File: config.mk
export PLATFORM = sky130hd
export DESIGN_NAME = id_ex_stage
export DESIGN_NICKNAME = d
export VERILOG_FILES = /design/src/rtl/id_ex_stage.sv
export SDC_FILE = /design/constraint.sdc
export NUM_CORES = 1
export LEC_CHECK = 0
export BUFFER_PORTS_ARGS = -buffer_cell sky130_fd_sc_hd__clkbuf_2
export CORE_UTILIZATION = 39
export CTS_CLUSTER_DIAMETER = 200
export DETAILED_ROUTE_END_ITERATION = 6
export PLACE_DENSITY = 0.77
export SLEW_MARGIN = 25
export SYNTH_ARGS = -nofsm -noshare
export SYNTH_HDL_FRONTEND = slang
export SYNTH_SLANG_ARGS = --single-unit
File: constraint.sdc
create_clock -name clk -period 2.1 [get_ports clk]
set_input_delay 0.21 -clock clk [delete_from_list [all_inputs] [get_ports clk]]
set_output_delay 0.21 -clock clk [all_outputs]
set_load 0.03 [all_outputs]
File: src/rtl/id_ex_stage.sv
// rtl/id_ex_stage.sv - ID/EX pipeline register with immediate extension, forward selects and load-use stall
module id_ex_stage (
  input  logic        clk,
  input  logic        rst_n,
  input  logic        id_valid,
  input  logic [31:0] id_instr,
  input  logic [31:0] id_rs_data,
  input  logic [31:0] id_rt_data,
  input  logic        id_uses_rt,
  input  logic [1:0]  id_alu_src_b_ctrl,
  input  logic [1:0]  id_alu_op,
  input  logic        id_reg_write,
  input  logic        id_reg_dst,
  input  logic        id_mem_read,
  input  logic        id_mem_write,
  input  logic        id_mem_to_reg,
  input  logic        mem_valid,
  input  logic        mem_reg_write,
  input  logic [4:0]  mem_dest,
  input  logic        flush,
  input  logic        hold,
  output logic        stall,
  output logic [31:0] A,
  output logic [31:0] B,
  output logic [31:0] snex,
  output logic [31:0] ex,
  output logic [5:0]  F,
  output logic [1:0]  ALU_SrcA_fwd,
  output logic [1:0]  ALU_SrcB_fwd,
  output logic [1:0]  ALU_SrcB_ctrl,
  output logic [1:0]  ALUOp,
  output logic        ex_valid,
  output logic        ex_reg_write,
  output logic        ex_mem_read,
  output logic        ex_mem_write,
  output logic        ex_mem_to_reg,
  output logic [4:0]  ex_dest
);

  logic [4:0]  rs, rt, rd;
  logic [15:0] imm;
  logic        hazard;
  logic        rs_mem, rs_wb, rt_mem, rt_wb;
  logic [1:0]  fwd_a, fwd_b;

  assign rs  = id_instr[25:21];
  assign rt  = id_instr[20:16];
  assign rd  = id_instr[15:11];
  assign imm = id_instr[15:0];

  // The instruction now in EX moves to MEM and the MEM occupant to WB when decode enters EX.
  always_comb begin
    hazard = ex_valid && ex_mem_read && (ex_dest != 5'd0) && id_valid &&
             ((ex_dest == rs) || (id_uses_rt && (ex_dest == rt)));
    rs_mem = ex_valid && ex_reg_write && (ex_dest != 5'd0) && (ex_dest == rs);
    rt_mem = ex_valid && ex_reg_write && (ex_dest != 5'd0) && (ex_dest == rt);
    rs_wb  = mem_valid && mem_reg_write && (mem_dest != 5'd0) && (mem_dest == rs);
    rt_wb  = mem_valid && mem_reg_write && (mem_dest != 5'd0) && (mem_dest == rt);
    fwd_a  = rs_mem ? 2'd2 : (rs_wb ? 2'd1 : 2'd0);
    fwd_b  = 2'd0;
    if ((id_alu_src_b_ctrl == 2'd0) && id_uses_rt)
      fwd_b = rt_mem ? 2'd2 : (rt_wb ? 2'd1 : 2'd0);
  end

  assign stall = hazard && !flush;

  always_ff @(posedge clk or negedge rst_n) begin
    if (!rst_n) begin
      A             <= '0;
      B             <= '0;
      snex          <= '0;
      ex            <= '0;
      F             <= '0;
      ALU_SrcA_fwd  <= '0;
      ALU_SrcB_fwd  <= '0;
      ALU_SrcB_ctrl <= '0;
      ALUOp         <= '0;
      ex_valid      <= 1'b0;
      ex_reg_write  <= 1'b0;
      ex_mem_read   <= 1'b0;
      ex_mem_write  <= 1'b0;
      ex_mem_to_reg <= 1'b0;
      ex_dest       <= '0;
    end else if (hold) begin
      // frozen: flush and stall are re-presented once hold drops
    end else if (flush || stall) begin
      A             <= '0;
      B             <= '0;
      snex          <= '0;
      ex            <= '0;
      F             <= '0;
      ALU_SrcA_fwd  <= '0;
      ALU_SrcB_fwd  <= '0;
      ALU_SrcB_ctrl <= '0;
      ALUOp         <= '0;
      ex_valid      <= 1'b0;
      ex_reg_write  <= 1'b0;
      ex_mem_read   <= 1'b0;
      ex_mem_write  <= 1'b0;
      ex_mem_to_reg <= 1'b0;
      ex_dest       <= '0;
    end else begin
      A             <= id_rs_data;
      B             <= id_rt_data;
      snex          <= {{16{imm[15]}}, imm};
      ex            <= {16'b0, imm};
      F             <= id_instr[5:0];
      ALU_SrcA_fwd  <= fwd_a;
      ALU_SrcB_fwd  <= fwd_b;
      ALU_SrcB_ctrl <= id_alu_src_b_ctrl;
      ALUOp         <= id_alu_op;
      ex_valid      <= id_valid;
      ex_reg_write  <= id_valid && id_reg_write;
      ex_mem_read   <= id_valid && id_mem_read;
      ex_mem_write  <= id_valid && id_mem_write;
      ex_mem_to_reg <= id_valid && id_mem_to_reg;
      ex_dest       <= id_reg_dst ? rd : rt;
    end
  end

endmodule
* Yosys cells after proc, flatten, opt, wreduce, memory -nomap -nowiden
Index checks and enable logic that the tools add are counted.
** Storage, ports and cells
- Memory bits (read-only) :: 0
- Memories kept :: 0
- Bits in latches :: 0
- Bits in registers :: 152
- Memory bits (writable) :: 0
** Cells by class
- Multipliers :: 0
- Reduce and logical (&&, ||, !) cells :: 25
- Mux-type cells :: 21
- Shift operators :: 0
- Divide/modulo/power cells :: 0
- Bitwise gates (word level) :: 0
- Equality and inequality tests :: 4
- $add $sub $neg :: 0
- $lt $le $gt $ge :: 0
** Operator list (count)
- $mux W32 :: 3
- $eq A5 B5 Y1 :: 4
- $logic_and A1 B1 Y1 :: 19
- $mux W16 :: 1
- $mux W2 :: 7
- $mux W5 :: 2
- $reduce_bool A5 Y1 :: 2
- $mux W1 :: 7
- $mux W6 :: 1
- $logic_not A2 Y1 :: 1
- $logic_or A1 B1 Y1 :: 2
- $logic_not A1 Y1 :: 1

* Depth between registers and ports, before layout
Gate-level depths: netlist of the first run.
- Depth in word-level cells :: 7
- Gate-level depth with buffers :: 7
- Depth with buffers taken out :: 5

* Worst setup path before layout of the first run
Ideal clock, no wire load.
- Kind :: reg-to-output
- From :: register ex_dest[3]
- To :: output port stall
- Path slack :: -481 ps
- Data required time :: 1890 ps
- Stages on the path, launching flop included :: 7
- Path buffers :: 1
- Arrival :: 2371 ps
- Cells stage by stage :: dfrtp_1 > nor2b_1 > a2111o_1 > or4_4 > a21o_1 > clkbuf_1 > nor2_1
** On the way
- Cells in the longest elaborated chain, start to end :: 5
- Elaborated cells between the ends (all ways) :: 9
- Classes of those cells :: 2 x eq/ne; 7 x reduce/logical
** Ends and longest elaborated chain
- start: declaration :: RTL line 37 : output logic [4:0] ex_dest
- start signal: assignment :: RTL line 117 : ex_dest <= id_reg_dst ? rd : rt;
- $eq A5 B5 Y1 or $reduce_bool A5 Y1 (tied branches) :: RTL line 54, 53
- $logic_and A1 B1 Y1, on equally long branches :: RTL line 54, 53
- $logic_or A1 B1 Y1 or $logic_and A1 B1 Y1 (tied branches) :: RTL line 54, 53
- $logic_and A1 B1 Y1 * :: RTL line 53 : hazard = ex_valid && ex_mem_read && (ex_dest != 5'd0) && id_valid &&
- $logic_and A1 B1 Y1 * :: RTL line 65 : assign stall = hazard && !flush;
- end: declaration :: RTL line 22 : output logic stall,
Mark *: on every way between the ends. The rest lies on a longest branch, timed or not.

* Worst setup path in the final report of the first run
- From :: register ex_dest[1]
- To :: output port stall
Same word-level chain as after synthesis.

==> results of run 1 <==
-- final timing paths --
check | startpoint | to | slack [ns] | cells after the start
worst max-delay path | ex_dest[1] | stall | -0.13 | 6
max in group asynchronous | rst_n | A[25] | 1.07 | 3
worst max register to register | ex_dest[1] | A[14] | -0.09 | 7
min in group asynchronous | rst_n | ex_mem_write | 0.28 | 2
worst min register to register | ALU_SrcB_fwd[1] | ALU_SrcB_fwd[1] | 0.49 | 2
worst min-delay path | id_rt_data[8] | B[8] | 0.13 | 2
-- where the power goes --
| group | internal, mW | leakage, nW | switching, mW |
|---|---|---|---|
| sequential | 2.03 | 1.28 | 0.0976 |
| combinational | 0.368 | 1.62 | 0.746 |
| clock | 0.872 | 0.132 | 0.680 |
| total | 3.27 | 3.02 | 1.52 |
-- worst register-to-register path, delay by kind of cell (launching register included) --
kind	cells	cell delay, ns
AOI/OAI and AO/OA	3	0.84
and+or+nand+nor	2	0.48
buffers and inverters	2	0.40
DFF	1	0.36
-- metal layers --
metal / track usage / wire, um / up-vias
li1: - / - / 1702
met1: 0.239 / 4830 / 1906
met2: 0.323 / 6120 / 200
met3: 0.0514 / 1040 / 22
met4: 0.0792 / 244 / 0
met5: 0 / 0 / -
-- layout make-up --
class / count / area [sq um] / area share
tap: 140 / 175 / 0.0297
clock buffer: 13 / 260 / 0.0442
clock inverter: 3 / 23.8 / 0.00403
inverter: 4 / 15.0 / 0.00255
timing repair buffer: 269 / 1510 / 0.255
sequential: 98 / 2460 / 0.417
multi-input combinational: 176 / 1460 / 0.247
-- cells in the mapped netlist (2+ instances only) --
cell type  number
xor2_1         10
nand3_1         8
o22ai_1         2
o211ai_1        2
nand4_1         4
nor4_1          2
o31ai_1         2
nor2b_1         3
xnor2_1         6
clkbuf_1       22
buf_6           9
nand2_1         7
a32o_1         91
buf_4          54
inv_1           4
dfrtp_1        98
o21ai_0         5
nor2_1          6
mux2_2          5
-- cells by family (layout without fill, tap and decap cells) --
| family | Yosys count | after routing |
|---|---|---|
| AO/OA/AOI/OAI | 105 | 105 |
| flip-flops | 98 | 98 |
| buffers and inverters | 89 | 289 |
| AND/OR/NAND/NOR | 34 | 34 |
| XOR/XNOR | 16 | 16 |
| multiplexers | 5 | 5 |
| other | 1 | 16 |
-- through the flow --
step	hold slack (ns)	TNS (ns)	instance area, sq um
floorplan	-0.0856	-0.706	4510
global placement	0.0816	0	5520
detailed placement	0.0808	0	5520
CTS	0.113	-5.56	5830
global route	0.115	-11.01	5890
finish	0.128	-5.47	5890
-- repair_timing --
action                                  in CTS  in global routing
endpoints found under the hold margin       13                  0
setup buffers                                1                  0
endpoints found under the setup margin       1                 89
pin swaps                                    2                  1
resized for setup                            2                  1
gates cloned                                 0                  3
hold buffers                                 1                  0
==> impl_results.md, run 1 <==
- Crit path max fanout: 2
- Layout area overhead: 32.9%
- Most frequent cells in the layout: clkbuf_2 (245), dfrtp_1 (94), a32o_1 (91), conb_1 (16), buf_4 (15)
- Delay of the slowest critical-path stage: 0.43 ns
- CP max-delay cell: or4_4
- Cell variety after synth: 27
- Ys Warns: 0
- Clock tree buffer depth: 2
- Final Hold Vio Count: 0
- Root buffer cell: clkbuf_16
- Post-synthesis compound-gate area fraction: 0.226
- GRT Overall Usage: 0.194
- Detailed Route WL: 12.2 mm
- Failing checks: setup timing
- Vias in the first global route: 3614
- Pwr Total: 4.79 mW
- Routed via count: 3830
- Static Leak: 3.02 nW
- Antenna violations before repair: 0
- Worst Tran Pin Value: 0.568 ns
- Die Height: 109 um
- Drt drc: 0
- Detailed Place HPWL: 8.46 mm
- Initial core utilization: 0.405
- Buffers plus inverters on the worst setup path: 1
- Kind of critical path: reg -> out
- CTS clk-pin slew, worst paths: 0.07 ns
- Post-Synth XOR/XNOR Area: 0.0316
- WP data arrival: 2.02 ns
- Pin count of the biggest net entering global routing: 99
- Post-synth top flop: dfrtp_1
- Mean Syn Cell Area: 12.7 sq um
- Final Util: 0.539
- Clk sinks: 98
- Clock Latency Late Sink: 0.33 ns
- Status: finished, violations left
- Die width: 109 um
- Filler Cell Count: 968
- Rows: 38
- Die ar.: 11800 sq um
- Period minus WS final: 2.23 ns
- # setup viols final: 89
- Synth Instances: 348
- TritonCTS Buffers: 9
- Maximum Capacitance Violations: 0
- FMAX: 449 MHz
- Worst relative slew slack: 0.622
- # diodes: 0
- DRT iter0 DRCs: 189
- CP delay by family, top: compound AO/OA/AOI/OAI gates
- IO buf count: 248
- Max-slew violations: 0
- Synth Area in Simple Gates: 0.0395
- CP Launch Type: register
- Pwr/cell area: 813 nW/um^2
- Worst vdd ir: 0.000392 V
- Commonest non-fill, non-tap cell in the layout: clkbuf_2
- H-tree levels: 3
- Wire per inst: 17.4 um
- Pre-CTS setup slack: 0.0247 ns
- RSZ-0062 raised after global routing: true
- Layout Nets: 676
- IO Pins: 271
- Share of cells above drive strength 1: 0.524
- Post-synthesis mux area share: 0.0127
- First-pass GRT wire length: 18.0 mm
- Hold WC Path Type: in -> reg
- CTS tree: done
- CP endpoint kind: output port
- Fin cells: 703
- Largest family of logic cells by synthesized area: compound AO/OA/AOI/OAI gates
- GPL Wtd Cong: 0.901
- First-pass iteration count of the detailed router: 4
- Post-DRT Antenna Nets: 0
- Most area-hungry cell type in the Yosys netlist: dfrtp_1
- DP Cell Count: 682
- Core Area: 10900 sq um
- Synth area leaders: dfrtp_1 (55%), a32o_1 (21%), buf_4 (9.1%), buf_6 (2.3%), xor2_1 (2.0%)
- #FFs+latches synth: 98
- GRT overflow: 0
- Mapped Area: 4430 sq um
- Vias/cell: 5.45
- Worst EP required: 1.89 ns
- Clock Skews: 0.0102 ns
- Seq/Total Area, Yosys: 0.553
- Area share of fa/ha/maj cells after synthesis: 0
- Tcrit/Tclk final: 1.06
- Synth async-reset ratio: 1.00
- Largest regs: A x32, B x32, snex x16
- Post-synth top area share: 0.553
- Crit path cell chain: nor2b_1, a2111o_1, or4_4, a21o_4, nor2_4, buf_8
- Final WS setup: -0.128 ns
- Number of synthesized flops with an enable pin: 0
Note: power is estimated with default switching activity, not from simulation.
==> inputs of run 2 (changes only) <==
--- a/config.mk
+++ b/config.mk
@@ -8,6 +8,6 @@
 export BUFFER_PORTS_ARGS = -buffer_cell sky130_fd_sc_hd__clkbuf_2
-export CORE_UTILIZATION = 39
+export CORE_UTILIZATION = 33
 export CTS_CLUSTER_DIAMETER = 200
 export DETAILED_ROUTE_END_ITERATION = 6
-export PLACE_DENSITY = 0.77
+export PLACE_DENSITY = 0.67
 export SLEW_MARGIN = 25
@@ -16 +16,2 @@
 export SYNTH_SLANG_ARGS = --single-unit
+export TNS_END_PERCENT = 100
==> constraint.sdc (replaced) <==
create_clock -name clk -period 2.1 [get_ports clk]
set_input_delay 0.105 -clock clk [delete_from_list [all_inputs] [get_ports clk]]
set_output_delay 0.105 -clock clk [all_outputs]
set_load 0.03 [all_outputs]
==> impl_results.md, run 2 (same netlist as run 1, synthesis figures left out) <==
- Status: finished, violations left
- Failing checks: setup timing
- Pwr Total: 5.03 mW (+5.0%)
- CP endpoint kind: register
- DP Area: 5540 sq um (+0.27%)
- Clk sinks: 98 (unchanged)
- IO Pins: 271 (unchanged)
- Die width: 118 um (+8.6%)
- Clock Skews: 0.00642 ns (-0.00376 ns)
- RSZ-0062 raised after global routing: true
- Vias in the first global route: 3836 (+6.1%)
- CP max-delay cell: or4_4
- DP Cell Count: 713 (+4.5%)
- Delay of the slowest critical-path stage: 0.45 ns (+0.02 ns)
- CP Launch Type: register
- Period minus WS final: 2.18 ns (-0.0459 ns)
- Met3 GRT Util: 0.0407 (-0.0107)
- Hold WC Path Type: in -> reg
- Antenna violations before repair: 0 (unchanged)
- DRT iter0 DRCs: 165 (-13%)
- Maximum Capacitance Violations: 0 (unchanged)
- Worst relative slew slack: 0.608 (-0.0132)
- Core Area: 12900 sq um (+18%)
- First-pass iteration count of the detailed router: 4 (unchanged)
- Hold Path Origin: id_rt_data[3]
- H-tree levels: 3 (unchanged)
- Vias/cell: 5.13 (-5.8%)
- Met1 usage: 0.219 (-0.0200)
- Layout area overhead: 39.5%
- Area occupied by multi-input gates: 1450 sq um (-0.34%)
- Die Height: 118 um (+8.6%)
- # setup viols final: 91 (+2.2%)
- Met2 usage: 0.293 (-0.0302)
- Pin count of the biggest net entering global routing: 56 (-43%)
- Kind of critical path: reg -> reg
- Max-slew violations: 0 (unchanged)
- GRT busiest layer: met2
- Register area: 2460 sq um (unchanged)
- Rows: 41 (+7.9%)
- Commonest non-fill, non-tap cell in the layout: clkbuf_2
- Worst setup startpoint: ex_dest[1]
- GRT Overall Usage: 0.177 (-0.0176)
- Buffers plus inverters on the worst setup path: 2 (+1)
- Pre-CTS setup slack: -0.00539 ns (-0.0301 ns)
- Drt drc: 0 (unchanged)
- Root buffer cell: clkbuf_16
- Wire per inst: 16.7 um (-4.3%)
- Static Leak: 3.15 nW (+4.1%)
- Worst vdd ir: 0.000361 V (-7.7%)
- Clock tree buffer depth: 2 (unchanged)
- Fin cells: 759 (+8.0%)
- CTS clk-pin slew, worst paths: 0.07 ns (about the same)
- Reg2reg start: ex_dest[1]
- Pwr/cell area: 813 nW/um^2 (about the same)
- Initial core utilization: 0.344 (-0.0611)
- Post-DRT Antenna Nets: 0 (unchanged)
- CP delay by family, top: compound AO/OA/AOI/OAI gates
- # diodes: 0 (unchanged)
- FMAX: 458 MHz (+2.1%)
- Final WS setup: -0.0824 ns (+0.0459 ns)
- GRT overflow: 0 (unchanged)
- WP data arrival: 2.41 ns (+0.39 ns)
- Largest regs: A x32, B x32, snex x16
- Crit path max fanout: 23 (+21)
- Filler Cell Count: 1201 (+24%)
- Layout Nets: 700 (+3.6%)
- Share of cells above drive strength 1: 0.511 (-0.0129)
- Tcrit/Tclk final: 1.04 (-0.0218)
- GPL Wtd Cong: 0.933 (+3.5%)
- CTS tree: done
- Die ar.: 13900 sq um (+18%)
- Crit path cell chain: nor2b_1, a2111o_1, or4_4, a21o_4, buf_4, clkbuf_16, a32o_1
- Most frequent cells in the layout: clkbuf_2 (245), dfrtp_1 (94), a32o_1 (91), dlygate4sd3_1 (21), buf_4 (20)
- IO buf count: 248 (unchanged)
- Final hold slack: 0.0189 ns (-0.109 ns)
- Final Hold Vio Count: 0 (unchanged)
- First-pass GRT wire length: 19.7 mm (+9.4%)
- Worst Tran Pin Value: 0.588 ns (+0.0198 ns)
- Detailed Place HPWL: 8.69 mm (+2.8%)
- Routed via count: 3895 (+1.7%)
- Worst EP required: 2.33 ns (+0.44 ns)
- Clock Latency Late Sink: 0.34 ns (about the same)
- TritonCTS Buffers: 9 (unchanged)
- Final instance area: 6180 sq um (+4.9%)
- Detailed Route WL: 12.6 mm (+3.3%)
-- run 2: layer usage --
metal / share of wire / wire [um]
met2: 0.49 / 6170
met3: 0.068 / 855
met5: 0 / 0
met4: 0.018 / 226
met1: 0.43 / 5390
-- run 2: layout make-up --
cell class | count | share of cell area
Sequential cell | 98 | 0.397
Multi-Input combinational cell | 176 | 0.235
Clock inverter | 5 | 0.0125
Clock buffer | 11 | 0.0392
Tap cell | 172 | 0.0348
Inverter | 4 | 0.00243
Timing Repair Buffer | 293 | 0.279
-- run 2: metrics by stage --
step           setup TNS [ns]  utilization
6_report                -4.85        0.480
5_1_grt                 -9.42        0.480
4_1_cts                 -5.24        0.475
3_5_place_dp          -0.0166        0.430
3_3_place_gp                0        0.430
2_1_floorplan          -0.720            -
-- run 2: timing repair --
item,in CTS,in global routing
hold buffers,21,0
setup endpoints to repair,13,92
endpoints found under the hold margin,53,0
resized for setup,2,1
cloned,0,3
buffers inserted,5,1
pin swaps,3,0
-- run 2: power breakdown --
part	internal [mW]	switching, mW	leakage, nW	total (mW)
clock network	1.07	0.684	0.156	1.76
registers	2.03	0.0958	1.28	2.12
logic	0.393	0.757	1.72	1.15
-- run 2: worst register-to-register path, stage by stage, from the launching register on --
cell,delay (ns)
dfrtp_2,0.36
nor2b_1,0.05
a2111o_1,0.38
or4_4,0.45
a21o_4,0.25
buf_4,0.16
clkbuf_16,0.19
a32o_1,0.23
-- run 2: path summary, 6_finish.rpt --
| check | end | slack, ns | cells past startpoint |
|---|---|---|---|
| worst max-delay path | snex[12] | -0.08 | 7 |
| worst min-delay path | B[3] | 0.02 | 2 |
| worst max register to register | snex[12] | -0.08 | 7 |
| worst min register to register | ALU_SrcB_fwd[0] | 0.49 | 2 |
| max in group asynchronous | B[11] | 1.20 | 3 |
| min in group asynchronous | snex[5] | 0.27 | 2 |
